<file path="src/rtl/trig_burst_gen_pkg.sv">
// Shared definitions for the trigger burst sequencer: FSM state encoding and
// default widths reused by the host register map.
package trig_burst_gen_pkg;

  localparam int TBG_CNT_W = 16;
  localparam int TBG_NUM_W = 16;

  typedef enum logic [1:0] {
    IDLE  = 2'h0,
    DELAY = 2'h1,
    PULSE = 2'h2,
    GAP   = 2'h3
  } state_e;

endpackage

</file>
<file path="src/rtl/trig_down_counter.sv">
// Loadable down-counter that parks at zero; tc_o flags the terminal count.
module trig_down_counter #(
  parameter int W = 16
) (
  input  logic         clk_i,
  input  logic         rst_i,
  input  logic         load_i,
  input  logic [W-1:0] load_val_i,
  input  logic         en_i,
  output logic         tc_o
);

  logic [W-1:0] cnt_q, cnt_d;

  always_comb begin
    cnt_d = cnt_q;
    if (load_i) begin
      cnt_d = load_val_i;
    end else if (en_i && (cnt_q != '0)) begin
      cnt_d = cnt_q - W'(1);
    end
  end

  always_ff @(posedge clk_i) begin
    if (rst_i) begin
      cnt_q <= '0;
    end else begin
      cnt_q <= cnt_d;
    end
  end

  assign tc_o = (cnt_q == '0);

endmodule

</file>
<file path="src/rtl/trig_burst_gen.sv">
// Fast-clock trigger sequencer: after a start, waits a delay and then emits a
// burst of one-cycle trigger pulses at a fixed period. All outputs registered.
module trig_burst_gen
  import trig_burst_gen_pkg::*;
#(
  parameter int CNT_W = TBG_CNT_W,
  parameter int NUM_W = TBG_NUM_W
) (
  input  logic             wClk_i,
  input  logic             wReset_i,
  input  logic             wStart_i,
  input  logic             wAbort_i,
  input  logic [CNT_W-1:0] wDelay_i,
  input  logic [CNT_W-1:0] wPeriod_i,
  input  logic [NUM_W-1:0] wCount_i,
  output logic             wTrig_o,
  output logic             wBusy_o,
  output logic             wDone_o,
  output logic [NUM_W-1:0] wPulseIdx_o
);

  state_e           state_q, state_d;
  logic [CNT_W-1:0] period_q, period_d;
  logic [NUM_W-1:0] count_q, count_d;
  logic [NUM_W-1:0] idx_q, idx_d;
  logic             trig_q, trig_d;
  logic             busy_q, busy_d;
  logic             done_q, done_d;

  logic             tmr_load, tmr_en, tmr_tc;
  logic [CNT_W-1:0] tmr_load_val;

  // One shared timer covers both the start delay and the inter-pulse gap.
  trig_down_counter #(.W(CNT_W)) u_tmr (
    .clk_i      (wClk_i),
    .rst_i      (wReset_i),
    .load_i     (tmr_load),
    .load_val_i (tmr_load_val),
    .en_i       (tmr_en),
    .tc_o       (tmr_tc)
  );

  always_comb begin
    state_d      = state_q;
    period_d     = period_q;
    count_d      = count_q;
    idx_d        = idx_q;
    done_d       = 1'b0;
    tmr_load     = 1'b0;
    tmr_load_val = '0;
    tmr_en       = 1'b0;

    if (wAbort_i) begin
      state_d = IDLE;
    end else begin
      case (state_q)
        IDLE: begin
          if (wStart_i) begin
            period_d = (wPeriod_i == '0) ? CNT_W'(1) : wPeriod_i;
            count_d  = wCount_i;
            idx_d    = '0;
            if (wCount_i == '0) begin
              done_d = 1'b1;
            end else if (wDelay_i == '0) begin
              // Zero delay puts the first pulse directly in cycle 1.
              state_d = PULSE;
              idx_d   = NUM_W'(1);
            end else begin
              state_d      = DELAY;
              tmr_load     = 1'b1;
              tmr_load_val = wDelay_i - CNT_W'(1);
            end
          end
        end
        DELAY, GAP: begin
          if (tmr_tc) begin
            state_d = PULSE;
            idx_d   = idx_q + NUM_W'(1);
          end else begin
            tmr_en = 1'b1;
          end
        end
        PULSE: begin
          if (idx_q == count_q) begin
            state_d = IDLE;
            done_d  = 1'b1;
          end else if (period_q == CNT_W'(1)) begin
            idx_d = idx_q + NUM_W'(1);
          end else begin
            // Gap spans period-1 cycles, so the timer counts period-2 down to 0.
            state_d      = GAP;
            tmr_load     = 1'b1;
            tmr_load_val = period_q - CNT_W'(2);
          end
        end
        default: state_d = IDLE;
      endcase
    end

    trig_d = (state_d == PULSE);
    busy_d = (state_d != IDLE);
  end

  always_ff @(posedge wClk_i) begin
    if (wReset_i) begin
      state_q  <= IDLE;
      period_q <= '0;
      count_q  <= '0;
      idx_q    <= '0;
      trig_q   <= 1'b0;
      busy_q   <= 1'b0;
      done_q   <= 1'b0;
    end else begin
      state_q  <= state_d;
      period_q <= period_d;
      count_q  <= count_d;
      idx_q    <= idx_d;
      trig_q   <= trig_d;
      busy_q   <= busy_d;
      done_q   <= done_d;
    end
  end

  assign wTrig_o     = trig_q;
  assign wBusy_o     = busy_q;
  assign wDone_o     = done_q;
  assign wPulseIdx_o = idx_q;

endmodule
</file>
<file path="config.mk">
export PLATFORM = sky130hd
export DESIGN_NAME = trig_burst_gen
export DESIGN_NICKNAME = d
export VERILOG_FILES = /design/src/rtl/trig_burst_gen_pkg.sv /design/src/rtl/trig_down_counter.sv /design/src/rtl/trig_burst_gen.sv
export SDC_FILE = /design/constraint.sdc
export NUM_CORES = 1
export LEC_CHECK = 0
export ABC_CLOCK_PERIOD_IN_PS = 2400
export CAP_MARGIN = 10
export CORE_ASPECT_RATIO = 1.75
export CORE_UTILIZATION = 48
export DETAILED_ROUTE_END_ITERATION = 7
export PLACE_DENSITY_LB_ADDON = 0.15
export SKIP_CTS_REPAIR_TIMING = 1
export SLEW_MARGIN = 10
export SYNTH_ARGS = -nofsm -noshare
export SYNTH_HDL_FRONTEND = slang
export SYNTH_SLANG_ARGS = --single-unit
</file>
<file path="constraint.sdc">
create_clock -name wClk_i -period 2.4 [get_ports wClk_i]
set_input_delay 0.24 -clock wClk_i [delete_from_list [all_inputs] [get_ports wClk_i]]
set_output_delay 0.24 -clock wClk_i [all_outputs]
set_load 0.1 [all_outputs]
</file>
==> impl_results.md, run 1 <==
* Status: complete, no violations
* CP max FO at 12
* Pwr Density at 573 nW/um2
* Cell row count at 44
* Synth unique cells at 67
* Yosys reg bits at 69
* Startpoint type of the worst setup path: register
* Peak supply drop at 0.564 mV
* Num ports at 71
* First-pass GRT wire length at 21400 um
* Via/cell ratio at 6.06
* Clock buffer depth at 2
* DR vias at 4439
* Total Power at 3.33 mW
* Worst EP required at 2.66 ns
* Die Ht at 124 um
* Setup violators final at 0
* Synth Net Count at 551
* Starting Density at 0.492
* Clock-pin transition on the worst setup and hold timing paths at 0.06 ns
* Post-DRT Antenna Nets at 0
* Nets at 692
* Final design utilization at 0.703
* Wire per inst at 18.7 um
* Commonest non-fill, non-tap cells in the layout: buf_4 (100), nand2_1 (75), dfxtp_1 (52)
* Post-synth EDFFs at 0
* H-tree Lvls at 3
* Top FF cell, synth: dfxtp_1
* CP Data Arrival Time at 2.61 ns
* Reg2reg setup slack at 0.05 ns
* Clock root buffer: clkbuf_16
* Post-DP Area at 5440 um2
* Post-Syn Instances at 494
* Commonest non-fill, non-tap cell in the layout: buf_4
* Largest net degree at the start of global routing at 43
* Routability cong. at 0.968
* Final Max Tran Viols at 0
* Diodes inserted at 0
* Grt ovf at 0
* Tcrit/Tclk final at 0.979
* Leakage power total at 2.30 nW
* Max Freq at 0.426 GHz
* Design area at 5810 um2
* Die Width at 71.6 um
* Async SR Flop Fraction at 0
* Iter 0 DRT Violations at 258
* First-pass detailed-route iteration total at 6
* Post-synthesis sequential area ratio at 0.340
* Setup CP Type: register to register
* Detailed Place HPWL at 10600 um
* Clk Latency, worst-skew pair at 0.34 ns
* Worst min path class: register to register
* Slew @ Worst Pin at 0.577 ns
* Synth-to-Final Area Change at 42.9%
* Total Wirelength at 13700 um
* Tot GR Track Use at 0.324
* TritonCTS Buffers at 9
* Tmin final at 2.35 ns
* Total die area at 8860 um2
* Final Hold Viols at 0
* Vias in the first global route at 4397
* Fraction of layout cells with a size suffix above 1 at 0.258
* Yosys warnings at 0
* Core area at 8260 um2
* RSZ-0062 raised after global routing: true
* Skew final at 0.00602 ns
* DRC viols at 0
* Synth Area per Inst at 8.23 um2
* Worst rel slew slack at 0.610
* Critical path endpoint category: register
* Mapped Area at 4070 um2
* Filler Cell Count at 700
* Initial antenna violation count at 0
* MaxCap Viol Count at 0
* CTS sink cnt at 69
* Buffers on Ports at 70
* CTS tree: built
==> critical path, cell delays in order (launching register included) <==
cell,delay (ns)
dfxtp_2,0.31
or4_4,0.56
nor4_4,0.33
nand3_2,0.13
o21a_4,0.26
or4_4,0.53
a21oi_2,0.14
==> power breakdown <==
| group | leakage, nW | switching (mW) | internal (mW) |
|---|---|---|---|
| registers | 0.571 | 0.0517 | 1.20 |
| clock network | 0.132 | 0.505 | 0.754 |
| logic | 1.60 | 0.419 | 0.399 |
==> layer usage <==
layer  up-vias  GRT usage  part of all wire
li1       2146          -                 -
met1      2113      0.297              0.34
met2       131      0.635              0.57
met3        49     0.0599             0.034
met4         0      0.217             0.057
met5         -          0                 0
==> cells in the mapped netlist, types with 10 or more instances <==
cell / count / area share
a21oi_1: 38 / 0.047
xor2_1: 11 / 0.024
xnor2_1: 36 / 0.078
inv_1: 13 / 0.012
nor2_1: 30 / 0.028
nand2_1: 75 / 0.069
nor4_1: 17 / 0.026
clkbuf_1: 18 / 0.017
or3_1: 10 / 0.015
nand3_1: 10 / 0.012
dfxtp_1: 69 / 0.34
nor3_1: 15 / 0.018
==> final timing paths <==
kind	to	from	cells past startpoint
max reg2reg	wPulseIdx_o[13]$_SDFFE_PP0P_	period_q[9]$_SDFFE_PP0P_	6
max	wPulseIdx_o[13]$_SDFFE_PP0P_	period_q[9]$_SDFFE_PP0P_	6
min reg2reg	count_q[7]$_SDFFE_PP0P_	count_q[7]$_SDFFE_PP0P_	2
min	count_q[7]$_SDFFE_PP0P_	count_q[7]$_SDFFE_PP0P_	2
==> final cells by class <==
class	instances	area (um2)	share of cell area
clock buffers	13	260	0.0448
clock inverters	3	20.0	0.00345
inverters	13	48.8	0.00840
multi-input cells	387	2620	0.451
flip-flops and latches	69	1410	0.242
well taps	92	115	0.0198
repair buffers	155	1340	0.231
==> per-stage QoR <==
| stage | hold slack (ns) | setup TNS, ns | std cells | setup WS, ns |
|---|---|---|---|---|
| floorplan | 0.349 | 0 | 494 | 0.00441 |
| global placement | 0.462 | -0.788 | 715 | -0.134 |
| detailed placement | 0.465 | -1.56 | 715 | -0.183 |
| CTS | 0.467 | -0.487 | 731 | -0.120 |
| global route | 0.497 | -0.507 | 732 | -0.0930 |
| finish | 0.473 | 0 | 732 | 0.0505 |
==> cells by family (layout without fill, tap and decap cells) <==
logic type | count (synthesis) | count (layout) | share of synthesized area
fa+ha+maj | 5 | 5 | 0.0154
simple gates | 208 | 208 | 0.275
flops | 69 | 69 | 0.340
buf+inv | 38 | 184 | 0.0382
xor+xnor | 47 | 47 | 0.101
mux | 2 | 2 | 0.00492
compound gates | 125 | 125 | 0.226
==> flip-flops by register name, indices dropped and copies added, names as in the netlist <==
signal / flops
u_tmr.cnt_q: 16
count_q: 16
wBusy_o: 1
wDone_o: 1
period_q: 16
wTrig_o: 1
wPulseIdx_o: 16
state_q: 2
Note: power is estimated with default switching activity, not from simulation.
==> inputs of run 2 (changes only) <==
--- a/config.mk
+++ b/config.mk
@@ -10,6 +10,7 @@
 export CORE_ASPECT_RATIO = 1.75
 export CORE_UTILIZATION = 48
 export DETAILED_ROUTE_END_ITERATION = 7
+export GPL_ROUTABILITY_DRIVEN = 1
 export PLACE_DENSITY_LB_ADDON = 0.15
 export SKIP_CTS_REPAIR_TIMING = 1
 export SLEW_MARGIN = 10
==> results of run 2 <==
No change in the layout: final DEF, timing and power equal those of run 1.
==> patch (config.mk and constraints of run 2) <==
Make the reset (`rst_i` and `wReset_i`) asynchronous in 2 clocked blocks.
--- a/src/rtl/trig_down_counter.sv
+++ b/src/rtl/trig_down_counter.sv
@@ -21,7 +21,7 @@
     end
   end
 
-  always_ff @(posedge clk_i) begin
+  always_ff @(posedge clk_i or posedge rst_i) begin
     if (rst_i) begin
       cnt_q <= '0;
     end else begin
--- a/src/rtl/trig_burst_gen.sv
+++ b/src/rtl/trig_burst_gen.sv
@@ -101,7 +101,7 @@
     busy_d = (state_d != IDLE);
   end
 
-  always_ff @(posedge wClk_i) begin
+  always_ff @(posedge wClk_i or posedge wReset_i) begin
     if (wReset_i) begin
       state_q  <= IDLE;
       period_q <= '0;
Behaviour: differs if wReset_i is asserted again (counterexample within 4 cycles, from zero or initial values and one cycle with wReset_i high); with wReset_i held inactive, the same outputs for 10 cycles.
==> patch against run 2 <==
The flow now finishes with violations (negative setup slack); setup slack got worse by 0.28 ns; count of clock-buffer cells in the layout is 2 lower; final area is 3.9% higher; sequential cell count unchanged; via count shrank 13%; area after synthesis rose by 1.1%; global-route usage shrank 4.4 points; wire length shrank 12%; largest cell class unchanged.
Power is not compared: it rests on default switching activity, and its combinational part moved more than twofold at a synthesized area within 25%.
==> patch: results (changes against run 2) <==
The maximum fanout along the worst path came out at 11 (-1). The post-layout net count came to 642 (-7.2%). The sequential area share after synthesis came to 42.0% (+8.0 points). The all-layer global routing usage came out at 28.0% (-4.4 points). The placed instance area came out at 5520 um^2 (+1.4%).

The smallest setup slack after layout is -0.228 ns (-0.279 ns). The worst-case hold slack came out at 0.307 ns (-0.166 ns). The filler-free cell count of the finished design came to 705 (-3.7%). The arrival time of data at the critical path endpoint came out at 2.88 ns (+0.27 ns).

The synthesized area divided by synthesized cell count is 9.65 um^2 (+17%). The final reports fail on negative setup slack. The sum of routed wire segments on met1 came to 4160 um (-10%). The final total power is 5.98 mW. The violation count after the first detailed-route iteration is 116 (-55%). Ranked by total cell area, the synthesized netlist is headed by dfrtp_1 (42%), xor2_1 (8.5%), mux2_2 (7.9%), xnor2_1 (4.9%), nor2_1 (4.1%). The worst clock skew came out at 0.00745 ns (+0.00142 ns). The ratio of routed vias to standard cells came to 5.48 (-9.6%). The post-place setup slack came out at -0.569 ns (-0.386 ns). The share of final-layout standard cells stronger than drive strength 1 is 34.4% (+8.6 points). The critical path starts at u_tmr.cnt_q[8]. The met3 wirelength from detailed routing is 371 um (-20%). The longest individual stage delay on the worst path is 0.61 ns (+0.05 ns).

The met2 wire length came out at 7000 um (-10%). The number of setup violations in the final report came to 21 (+21). The compound-cell area share of the yosys netlist came out at 10.2% (-12 points). The run finished, with violations left.

The number of nets in the synthesized netlist came out at 483 (-12%). The wire length of the first global-routing pass came out at 18900 um (-12%). The proportion of register bits with asynchronous set or reset after synthesis was 100% (+100 points).

The total half-perimeter wirelength after legalization and detailed placement is 9140 um (-14%). The total detailed-routing wirelength came out at 12100 um (-12%). The summed negative setup slack over all endpoints is -2.37 ns (-2.37 ns). The global placement routability congestion came out at 0.886 (-8.5%). The detailed-routing iteration count for the pre-antenna-repair pass came out at 4 (-2).

The slew at the pin closest to its max-slew limit was 0.741 ns (+0.164 ns). The endpoint identified for the worst register-to-register timing path is wPulseIdx_o[6].
patch: cell count changes in the layout (fill, tap and decap cells not counted), sizes merged, moves of 8 or more:
| cell | before | now |
|---|---|---|
| a22o | 8 | 0 |
| a21oi | 38 | 24 |
| dfrtp | 0 | 69 |
| xor2 | 11 | 40 |
| xnor2 | 36 | 23 |
| nor2 | 30 | 45 |
| nand2 | 75 | 23 |
| a31oi | 8 | 0 |
| o22ai | 3 | 16 |
| buf | 104 | 117 |
| mux2 | 0 | 29 |
| dfxtp | 69 | 0 |
patch: layout make-up:
| type | count | area, um^2 | area share, % |
|---|---|---|---|
| Timing Repair Buffer | 168 | 1430 | 23.7 |
| Clock inverter | 5 | 75.1 | 1.24 |
| Multi-Input combinational cell | 326 | 2370 | 39.3 |
| Inverter | 11 | 41.3 | 0.684 |
| Clock buffer | 11 | 243 | 4.02 |
| Sequential cell | 69 | 1730 | 28.7 |
| Tap cell | 115 | 144 | 2.38 |
